File: src/rtl/mac_seq_ctrl.sv
// mac_seq_ctrl
//   Sequencer for a 3x3 signed systolic MAC array. Holds one 3x3 A operand
//   and one 3x3 B operand, then on start optionally clears the array, feeds
//   the skewed row/column streams, waits for the wavefront to drain, and
//   pulses done when every PE accumulator holds its final value.
//
//   Build option: MAC_SEQ_AUTOCLEAR_EN
//     defined   -> a one-cycle CLEAR state pulls array_rst_n low before FEED,
//                  so every run starts from zero accumulators.
//     undefined -> IDLE goes straight to FEED and runs accumulate onto the
//                  previous results; array_rst_n then follows rst_n only.
//
// Ports
//   clk, rst_n          clock, synchronous active-low reset
//   wr_en/wr_sel        operand write strobe, bank select (0 = A, 1 = B)
//   wr_addr/wr_data     row-major element index 0..8, element value
//   start               run request, honoured only in IDLE
//   busy                high in every state except IDLE
//   done                one-cycle pulse, array results are final
//   array_rst_n         reset to the MAC array
//   din_r1..din_r3      row feeds for A rows 0..2
//   din_c1..din_c3      column feeds for B columns 0..2
module mac_seq_ctrl #(
    parameter int DATA_W = 8
) (
    input  logic              clk,
    input  logic              rst_n,
    input  logic              wr_en,
    input  logic              wr_sel,
    input  logic [3:0]        wr_addr,
    input  logic [DATA_W-1:0] wr_data,
    input  logic              start,
    output logic              busy,
    output logic              done,
    output logic              array_rst_n,
    output logic [DATA_W-1:0] din_r1,
    output logic [DATA_W-1:0] din_r2,
    output logic [DATA_W-1:0] din_r3,
    output logic [DATA_W-1:0] din_c1,
    output logic [DATA_W-1:0] din_c2,
    output logic [DATA_W-1:0] din_c3
);

    typedef enum logic [2:0] {
        S_IDLE,
        S_CLEAR,
        S_FEED,
        S_DRAIN,
        S_DONE
    } state_t;

    state_t            state_q, state_d;
    logic [2:0]        cnt_q, cnt_d;
    logic [DATA_W-1:0] a_q [9];
    logic [DATA_W-1:0] a_d [9];
    logic [DATA_W-1:0] b_q [9];
    logic [DATA_W-1:0] b_d [9];
    logic [DATA_W-1:0] row_q [3];
    logic [DATA_W-1:0] row_d [3];
    logic [DATA_W-1:0] col_q [3];
    logic [DATA_W-1:0] col_d [3];
    logic              busy_q, busy_d;
    logic              done_q, done_d;
    logic              arst_n_q, arst_n_d;

    // Operand banks: writes land only while idle, out-of-range indices drop.
    always_comb begin
        a_d = a_q;
        b_d = b_q;
        if (state_q == S_IDLE && wr_en && wr_addr <= 4'd8) begin
            if (wr_sel) begin
                b_d[wr_addr] = wr_data;
            end else begin
                a_d[wr_addr] = wr_data;
            end
        end
    end

    // Next-state and phase counter (feed index in FEED, drain count in DRAIN).
    always_comb begin
        state_d = state_q;
        cnt_d   = cnt_q;
        case (state_q)
            S_IDLE: begin
                if (start) begin
`ifdef MAC_SEQ_AUTOCLEAR_EN
                    state_d = S_CLEAR;
`else
                    state_d = S_FEED;
`endif
                    cnt_d = '0;
                end
            end
            S_CLEAR: begin
                state_d = S_FEED;
                cnt_d   = '0;
            end
            S_FEED: begin
                if (cnt_q == 3'd4) begin
                    state_d = S_DRAIN;
                    cnt_d   = '0;
                end else begin
                    cnt_d = cnt_q + 3'd1;
                end
            end
            S_DRAIN: begin
                if (cnt_q == 3'd1) begin
                    state_d = S_DONE;
                    cnt_d   = '0;
                end else begin
                    cnt_d = cnt_q + 3'd1;
                end
            end
            S_DONE: begin
                state_d = S_IDLE;
                cnt_d   = '0;
            end
            default: begin
                state_d = S_IDLE;
                cnt_d   = '0;
            end
        endcase
    end

    // Outputs are derived from the upcoming state so that, once registered,
    // they line up with the state they belong to. The feeds read the
    // post-write bank so a write issued alongside start is used by the run.
    // Row i carries A[i][t-i], column j carries B[t-j][j]; the table below is
    // that skew unrolled over t = 0..4.
    always_comb begin
        busy_d = (state_d != S_IDLE);
        done_d = (state_d == S_DONE);
`ifdef MAC_SEQ_AUTOCLEAR_EN
        arst_n_d = (state_d != S_CLEAR);
`else
        arst_n_d = 1'b1;
`endif
        row_d = '{default: '0};
        col_d = '{default: '0};
        if (state_d == S_FEED) begin
            case (cnt_d)
                3'd0: begin
                    row_d[0] = a_d[0];
                    col_d[0] = b_d[0];
                end
                3'd1: begin
                    row_d[0] = a_d[1];
                    row_d[1] = a_d[3];
                    col_d[0] = b_d[3];
                    col_d[1] = b_d[1];
                end
                3'd2: begin
                    row_d[0] = a_d[2];
                    row_d[1] = a_d[4];
                    row_d[2] = a_d[6];
                    col_d[0] = b_d[6];
                    col_d[1] = b_d[4];
                    col_d[2] = b_d[2];
                end
                3'd3: begin
                    row_d[1] = a_d[5];
                    row_d[2] = a_d[7];
                    col_d[1] = b_d[7];
                    col_d[2] = b_d[5];
                end
                3'd4: begin
                    row_d[2] = a_d[8];
                    col_d[2] = b_d[8];
                end
                default: begin
                    row_d = '{default: '0};
                    col_d = '{default: '0};
                end
            endcase
        end
    end

    always_ff @(posedge clk) begin
        if (!rst_n) begin
            state_q  <= S_IDLE;
            cnt_q    <= '0;
            a_q      <= '{default: '0};
            b_q      <= '{default: '0};
            row_q    <= '{default: '0};
            col_q    <= '{default: '0};
            busy_q   <= 1'b0;
            done_q   <= 1'b0;
            arst_n_q <= 1'b0;
        end else begin
            state_q  <= state_d;
            cnt_q    <= cnt_d;
            a_q      <= a_d;
            b_q      <= b_d;
            row_q    <= row_d;
            col_q    <= col_d;
            busy_q   <= busy_d;
            done_q   <= done_d;
            arst_n_q <= arst_n_d;
        end
    end

    assign busy        = busy_q;
    assign done        = done_q;
    assign array_rst_n = arst_n_q;
    assign din_r1      = row_q[0];
    assign din_r2      = row_q[1];
    assign din_r3      = row_q[2];
    assign din_c1      = col_q[0];
    assign din_c2      = col_q[1];
    assign din_c3      = col_q[2];

endmodule

File: config.mk
export PLATFORM = sky130hd
export DESIGN_NAME = mac_seq_ctrl
export DESIGN_NICKNAME = d
export VERILOG_FILES = /design/src/rtl/mac_seq_ctrl.sv
export SDC_FILE = /design/constraint.sdc
export NUM_CORES = 1
export LEC_CHECK = 0
export CORE_AREA = 3 3 135 111
export CTS_CLUSTER_DIAMETER = 120
export DETAILED_ROUTE_END_ITERATION = 10
export DIE_AREA = 0 0 138 114
export PLACE_DENSITY = 0.81
export SYNTH_ARGS = -nofsm -noshare
export SYNTH_HDL_FRONTEND = slang
export SYNTH_SLANG_ARGS = --single-unit
File: constraint.sdc
create_clock -name clk -period 6.5 [get_ports clk]
set_clock_uncertainty 0.15 [all_clocks]
set_input_delay 0.975 -clock clk [delete_from_list [all_inputs] [get_ports clk]]
set_output_delay 0.975 -clock clk [all_outputs]
set_load 0.05 [all_outputs]
Yosys cells after proc, flatten, opt, wreduce, memory -nomap -nowiden:

Index checks and enable logic that the tools add are counted.

* add/sub/neg operators: 1
* multipliers: 0
* div/mod/pow operators: 0
* $lt $le $gt $ge: 3
* equality and inequality tests: 11
* shifts and indexed selects: 0
* mux-type cells: 23
* bitwise operators: 1
* reductions and logical operators: 7

Operators with widths (number)
* $mux 72: 4
* $bwmux 72: 2
* $pmux 8 s3: 6
* $demux 8 s4: 1
* $mux 3: 6
* $eq 3x2->1 const B: 5
* $pmux 3 s4: 1
* $eq 3x1->1 const B: 3
* $eq 3x3->1 const B: 3
* $pmux 3 s3: 1
* $mux 8: 1
* $logic_not 3->1: 2
* $ge 5x5->1 const B: 1
* $lt 5x1->1 const B: 1
* $not 4->5: 1
* $le 4x4->1 const B: 1
* $add 3x1->3 const B: 1
* $logic_and 1x1->1: 3
* $reduce_bool 3->1: 1
* $reduce_and 2->1: 1
* $mux 1: 1

* flip-flop bits (word level): 201
* bits in latches: 0
* RAM bits: 0
* memory bits (read-only): 0
* memories kept: 0

Logic depth before layout (Yosys ltp):

Gate-level depths: netlist of run 1.

* depth after elaboration: 9
* gate-level depth with buffers: 9
* mapped depth without buffers: 8

Least setup slack after synthesis of run 1:

Ideal clock, no wire load.

* path kind: input-to-reg
* start point: in wr_en
* end point: reg row_q (netlist bit din_r2[6])
* setup time: 0.130 ns
* arrival: 2.754 ns
* required time: 6.220 ns
* setup slack: 3.466 ns
* stages: 9
* path buffers: 3
* cells stage by stage: or4b_1 buf_4 or3_1 buf_6 nor2_8 buf_8 mux2i_1 o22a_1 o22ai_1

* longest elaborated chain between the ends: 4

Ends and longest elaborated chain
* start: declaration: line 28 `input logic wr_en,`
* $logic_and 1x1->1 (2 in series): line 70 `if (state_q == S_IDLE && wr_en && wr_addr <= 4'd8) begin`
* $mux 72: line 70
* $pmux 8 s3: line 141 `case (cnt_d)`
* end signal: assignment: line 194 `row_q <= row_d;`
* end: declaration: line 58 `logic [DATA_W-1:0] row_q [3];`

No other way between the ends.
A chain may end at the register's enable or synchronous reset.

Worst setup path after layout of run 1:

* start point: in rst_n
* end point: reg row_q (netlist bit din_r1[6])

* longest elaborated chain between the ends: 1

Ends and longest elaborated chain
* start: declaration: line 27 `input logic rst_n,`
* $reduce_and 2->1 (no line)

No other way between the ends.

==> reports/qor.csv, run 1 <==
stage,metric,value,unit
cells_and_area,Final Cell Area,9630,sq um
critical_path,R2R depth,8,
clocking,clock sink count,201,
floorplan,chip height,114,um
critical_path,Critical Path Start Type,input port,
clocking,H-tree depth,1,
floorplan,Site Rows,38,
clocking,CTS tree,yes,
critical_path,CP Class,input port to flip-flop,
global_route,initial antenna violation count,0,
sta,Slew Limit Fails,0,
synth,Seq cells post-synth,201,
pwr,Pwr Density,276,nW/um^2
drt,Avg WL per Cell,18.4,um
synth,count of flip-flops with a built-in enable after synthesis,0,
synth,Post-Synthesis Net Count,924,
critical_path,critical path data arrival time,4210,ps
pwr,clock power share,45.7,%
floorplan,area of the core,13600,sq um
synth,"Seq/Total Area, Yosys",49.0,%
sta,slew margin rel.,13.8,%
synth,Syn Area/Cell,9.09,sq um
placement,number of buffers added on ports,67,
pwr,combinational share of power,7.3,%
sta,Finish-stage setup viols,0,
clocking,Post-CTS Resized,0,
synth,ys async rst share,0,%
floorplan,total die area,15700,sq um
placement,RePlAce Congestion,0.873,
global_route,number of global-route vias before repair,6259,
drt,vias per std cell,6.02,
sta,Fin. Hold Viols,0,
drt,DRT Pass-1 Iters,5,
sta,unrepaired setup endpoints after global routing,no,
clocking,worst skew pair latency,500,ps
cells_and_area,Final Util,70.8,%
critical_path,R2R Setup Slk,2750,ps
drt,DRT antenna net count,0,
clocking,"Setup Fix Bufs, Post-CTS",0,
global_route,first-pass GRT wire length,33300,um
sta,final worst path period share,60.7,%
critical_path,Top delay family on crit path,simple AND/OR/NAND/NOR gates,
synth,ys flop type,dfxtp_1,
pwr,share of power burned in registers,47.0,%
pwr,P_sw,0.000623,W
pwr,Sw Share,23.4,%
critical_path,Worst Path Buf+Inv,2,
global_route,gr usage total,25.6,%
critical_path,Worst Path Required,6760,ps
hold_path,Worst Hold Path Cells,2,
floorplan,# IOs,68,
critical_path,Critical Path Max Stage Delay,750,ps
cells_and_area,Area Overhead vs Synth,17.3,%
drt,1st-iter DRT viols,590,
status,status,"finished, final reports clean",
critical_path,CP Capture Type,flip-flop,
pwr,Lkg Pwr,3.37,nW
sta,Max Clk Rate,253,MHz
critical_path,CP max FO,39,
critical_path,CP max stage cell,nand3_1,
clocking,number of clock buffers inserted by TritonCTS,20,
drt,DRC,0,
cells_and_area,Layout fillers,1057,
cells_and_area,n_diodes,0,
global_route,grt total ovfl,0,
cells_and_area,total area of sequential cells,4020,sq um
clocking,hold_buf cts,0,
clocking,clock root buffer,clkbuf_16,
synth,Syn Inst Count,903,
critical_path,crit path cell chain,clkdlybuf4s50_1 -> inv_4 -> a2111oi_0 -> nand3_1 -> nor2_1 -> o311ai_0 -> o22ai_1,
synth,number of library cell types mapped by synthesis,63,
floorplan,die width,138,um
clocking,Clock Pin Slew Worst Setup and Hold Paths,70,ps
global_route,largest net degree at the start of global routing,114,
cells_and_area,Final #Nets,956,
pwr,Internal,0.00204,W
synth,Mapped Area,8210,sq um
sta,Slew @ Worst Pin,1290,ps
drt,vias,6791,
synth,Yosys Warn Count,0,
sta,Sum Neg Setup Slack,0,ps
floorplan,Starting Density,60.3,%
job,Max Cap Viol,0,
cells_and_area,share of cells above drive strength 1,6.86,%
cells_and_area,Multi-input gate area,3860,sq um
drt,WL final,20700,um
clocking,Clock Path Buffers,3,
hold_path,Hold Crit Class,flip-flop to flip-flop,
pwr,worst vdd ir,0.208,mV
critical_path,critical path depth,7,
sta,Final min period,3950,ps
placement,DP Area,8920,sq um
placement,DP HPWL,13000,um
-- per-stage QoR --
step / cells / hold slack, ps / total power, W / setup WS [ps]
detailed placement: 1093 / 290 / 0.00147 / 2180
global route: 1128 / 317 / 0.00274 / 2280
CTS: 1128 / 299 / 0.00267 / 2670
floorplan: 903 / 278 / 0.00140 / 3470
finish: 1128 / 300 / 0.00266 / 2550
global placement: 1093 / 287 / 0.00147 / 2310
-- area by class of cell --
type / count / share of cell area, %
sequential: 201 / 41.8
tap: 180 / 2.34
clock inverter: 8 / 1.42
timing repair buffer: 82 / 8.14
inverter: 9 / 0.377
clock buffer: 27 / 5.89
multi-input combinational: 621 / 40.1
-- path summary, 6_finish.rpt --
path             from         to
max reg2reg  cnt_q[0]  din_r1[6]
min           a_q[70]    a_q[70]
min reg2reg   a_q[70]    a_q[70]
max             rst_n  din_r1[6]
-- cell usage after synthesis, types with 6 or more instances --
library cell | instances | share of area (%)
mux2i_1 | 100 | 12
o22a_1 | 7 | 0.75
nor3b_1 | 6 | 0.55
inv_1 | 8 | 0.37
o31a_1 | 10 | 1.1
o21ai_0 | 16 | 0.98
clkbuf_1 | 47 | 2.2
buf_2 | 13 | 0.79
o211ai_1 | 10 | 0.91
nor2_1 | 156 | 7.1
a21oi_1 | 59 | 3.6
o311ai_0 | 22 | 2.3
dfxtp_1 | 201 | 49
nand2_1 | 89 | 4.1
nor3_1 | 10 | 0.61
buf_1 | 6 | 0.27
o22ai_1 | 15 | 1.1
or3_1 | 33 | 2.5
nand3_1 | 14 | 0.85
nand2b_1 | 9 | 0.69
-- layout by cell type, fill, tap and decap left out, drive strengths merged, types with 14 or more instances in the layout --
master         synthesis  layout
mux2i                100     100
o22ai                 15      15
a21oi                 59      59
o21ai                 19      19
clkbuf                49      27
nand2                 89      89
buf                   23      15
or3                   33      33
nand3                 14      14
o311ai                22      22
dfxtp                201     201
clkdlybuf4s50          0      67
nor2                 160     160
-- power groups by stage --
stage          Combinational [W]  Clock, W  Sequential, W
4_1_cts                 0.000192   0.00123        0.00125
6_report                0.000195   0.00122        0.00125
3_5_place_dp            0.000191         0        0.00128
3_3_place_gp            0.000189         0        0.00128
5_1_grt                 0.000206   0.00128        0.00125
2_1_floorplan           0.000106         0        0.00130
-- flip-flops by register name, indices dropped and copies added (netlist names), 3 cells and up --
signal   flops
cnt_q        3
din_c3       8
din_c1       8
din_r3       8
din_c2       8
din_r2       8
a_q         72
state_q      3
b_q         72
din_r1       8
-- logic make-up (layout without fill, tap and decap cells) --
kind of cell / count (synthesis) / count (layout) / share of synthesized area [%]
AND/OR/NAND/NOR: 348 / 348 / 20.0
flip-flops: 201 / 201 / 49.0
AO/OA/AOI/OAI: 167 / 167 / 13.6
multiplexers: 102 / 102 / 12.5
buffers and inverters: 81 / 126 / 4.25
adder cells (fa/ha/maj): 4 / 4 / 0.610
-- tightest hold or removal path, stage by stage, from the launching register on --
cell	delay (ps)
dfxtp_1	310
nand2_1	50
a21oi_1	50
-- routing by layer --
layer	GRT usage, %	wire length, um
met5	0	0
met4	6.98	502
met3	4.15	1560
met2	40.7	9360
met1	36.7	9310
No activity file was read; power rests on OpenSTA's default activity.
==> run 2, diff against run 1 <==
CORE_AREA = 3 3 137 113   (was 3 3 135 111)
DIE_AREA = 0 0 140 116   (was 0 0 138 114)
PLACE_DENSITY = 0.79   (was 0.81)
clock period = 4.1 ns   (was 6.5 ns; I/O delays follow)
==> run 2 against run 1 <==
  * Combinational power rose by 67%
  * Clock-buffer cell count up 3
  * Global-route usage grew 0.25 points
  * Sequential share of layout area down 0.37 points
  * Setup slack got worse by 1600 ps
==> reports/qor.csv, run 2 (synthesized netlist as in run 1, its figures left out) <==
stage,metric,value,unit
job,Max Cap Viol,0,
drt,vias,6856,
placement,DP HPWL,13500,um
drt,vias per std cell,5.97,
global_route,gr usage total,25.9,%
pwr,Lkg Pwr,3.43,nW
drt,M1 wire length,9450,um
critical_path,crit path cell chain,clkdlybuf4s50_1 -> or4b_1 -> or4_1 -> o21ai_1 -> o211ai_1,
critical_path,R2R depth,8,
clocking,number of clock buffers inserted by TritonCTS,20,
global_route,grt total ovfl,0,
hold_path,Hold Crit Class,flip-flop to flip-flop,
critical_path,R2R Setup Slk,1020,ps
floorplan,Starting Density,58.0,%
global_route,first-pass GRT wire length,34100,um
cells_and_area,share of cells above drive strength 1,8.30,%
sta,Sum Neg Setup Slack,0,ps
clocking,hold_buf cts,0,
global_route,initial antenna violation count,0,
cells_and_area,Area Overhead vs Synth,18.4,%
pwr,worst vdd ir,0.323,mV
critical_path,Worst Path Buf+Inv,1,
critical_path,Critical Path Start Type,input port,
floorplan,# IOs,68,
sta,Slew @ Worst Pin,1040,ps
placement,RePlAce Congestion,0.894,
clocking,CTS tree,yes,
critical_path,CP Class,input port to flip-flop,
hold_path,min-delay src,a_q[69],
drt,WL final,21100,um
critical_path,Worst Path Required,4290,ps
sta,Max Clk Rate,322,MHz
critical_path,CP max stage cell,or4_1,
drt,Avg WL per Cell,18.4,um
cells_and_area,n_diodes,0,
hold_path,sink of the worst hold path,a_q[69],
global_route,number of global-route vias before repair,6439,
critical_path,critical path data arrival time,3290,ps
cells_and_area,Final #Nets,973,
cells_and_area,"most common cell after layout, fill and taps aside",dfxtp_1,
placement,DP Area,9060,sq um
floorplan,Site Rows,39,
critical_path,Reg-to-Reg End,din_r1[3],
status,status,"finished, final reports clean",
drt,1st-iter DRT viols,561,
critical_path,Top delay family on crit path,simple AND/OR/NAND/NOR gates,
drt,DRT antenna net count,0,
sta,Slew Limit Fails,0,
sta,Finish-stage setup viols,0,
cells_and_area,Final Cell Area,9710,sq um
critical_path,CP max FO,10,
clocking,Clock Pin Slew Worst Setup and Hold Paths,60,ps
placement,number of buffers added on ports,67,
drt,met2 wire len,9370,um
critical_path,Critical Path Max Stage Delay,780,ps
sta,Fin. Hold Viols,0,
cells_and_area,Final Util,68.6,%
critical_path,CP Capture Type,flip-flop,
clocking,clock root buffer,clkbuf_16,
floorplan,total die area,16200,sq um
sta,Final min period,3100,ps
critical_path,worst r2r src,cnt_q[0],
clocking,clock sink count,201,
hold_path,Worst Hold Path Cells,2,
clocking,Post-CTS Resized,0,
clocking,H-tree depth,1,
clocking,"Setup Fix Bufs, Post-CTS",0,
sta,slew margin rel.,30.5,%
drt,DR top layer,met4,
floorplan,die width,140,um
sta,unrepaired setup endpoints after global routing,no,
critical_path,critical path depth,5,
pwr,Pwr Density,425,nW/um^2
cells_and_area,"leading cell types in the layout, fill and taps excluded","dfxtp_1, nor2_1, mux2i_1, nand2_1, clkdlybuf4s50_1",
drt,DRT Pass-1 Iters,5,
cells_and_area,biggest regs,"a_q (72), b_q (72)",
floorplan,chip height,116,um
global_route,largest net degree at the start of global routing,85,
drt,DRC,0,
clocking,worst skew pair latency,490,ps
clocking,Clock Path Buffers,3,
sta,final worst path period share,75.7,%
floorplan,area of the core,14200,sq um
drt,WL met3,1700,um
## run 2: worst min-delay path, cell delays in order, from the launching register on
cell     delay [ps]
dfxtp_1         310
nand2_1          50
a21oi_1          50
## run 2: layout make-up
class                           count  area [sq um]
Fill cell                        1124          4440
Tap cell                          184           230
Inverter                            9          36.3
Clock buffer                       30           609
Timing Repair Buffer               99           911
Clock inverter                      4          47.5
Multi-Input combinational cell    621          3860
Sequential cell                   201          4020
## run 2: through the flow
step	worst slack, ps	cells	power [W]	hold WS [ps]
finish	996	1148	0.00413	300
global route	803	1148	0.00426	325
CTS	978	1148	0.00414	302
detailed placement	546	1114	0.00234	295
global placement	574	1114	0.00234	286
floorplan	1430	903	0.00222	278
## run 2: how the worst max path moves through the flow
stage	to	from
after global routing	din_c1[0]	wr_en
after CTS	din_c1[0]	wr_en
after floorplan	din_r2[6]	wr_en
after global placement	din_r2[6]	wr_en
final	din_c1[0]	wr_en
after detailed placement	din_c1[0]	wr_en
## run 2: metal layers
layer,vias to the layer above,GRT usage (%)
met1,3273,37.1
met5,-,0
li1,3265,-
met2,270,40.2
met4,0,7.55
met3,48,4.91
## run 2: where the power goes
| part | total [W] | internal, W | leakage, nW | switching [W] |
|---|---|---|---|---|
| Clock | 0.00182 | 0.00109 | 0.322 | 0.000737 |
| Combinational | 0.000326 | 0.000101 | 1.49 | 0.000224 |
| Sequential | 0.00198 | 0.00197 | 1.62 | 0.00000995 |
| Total | 0.00413 | 0.00316 | 3.43 | 0.000971 |
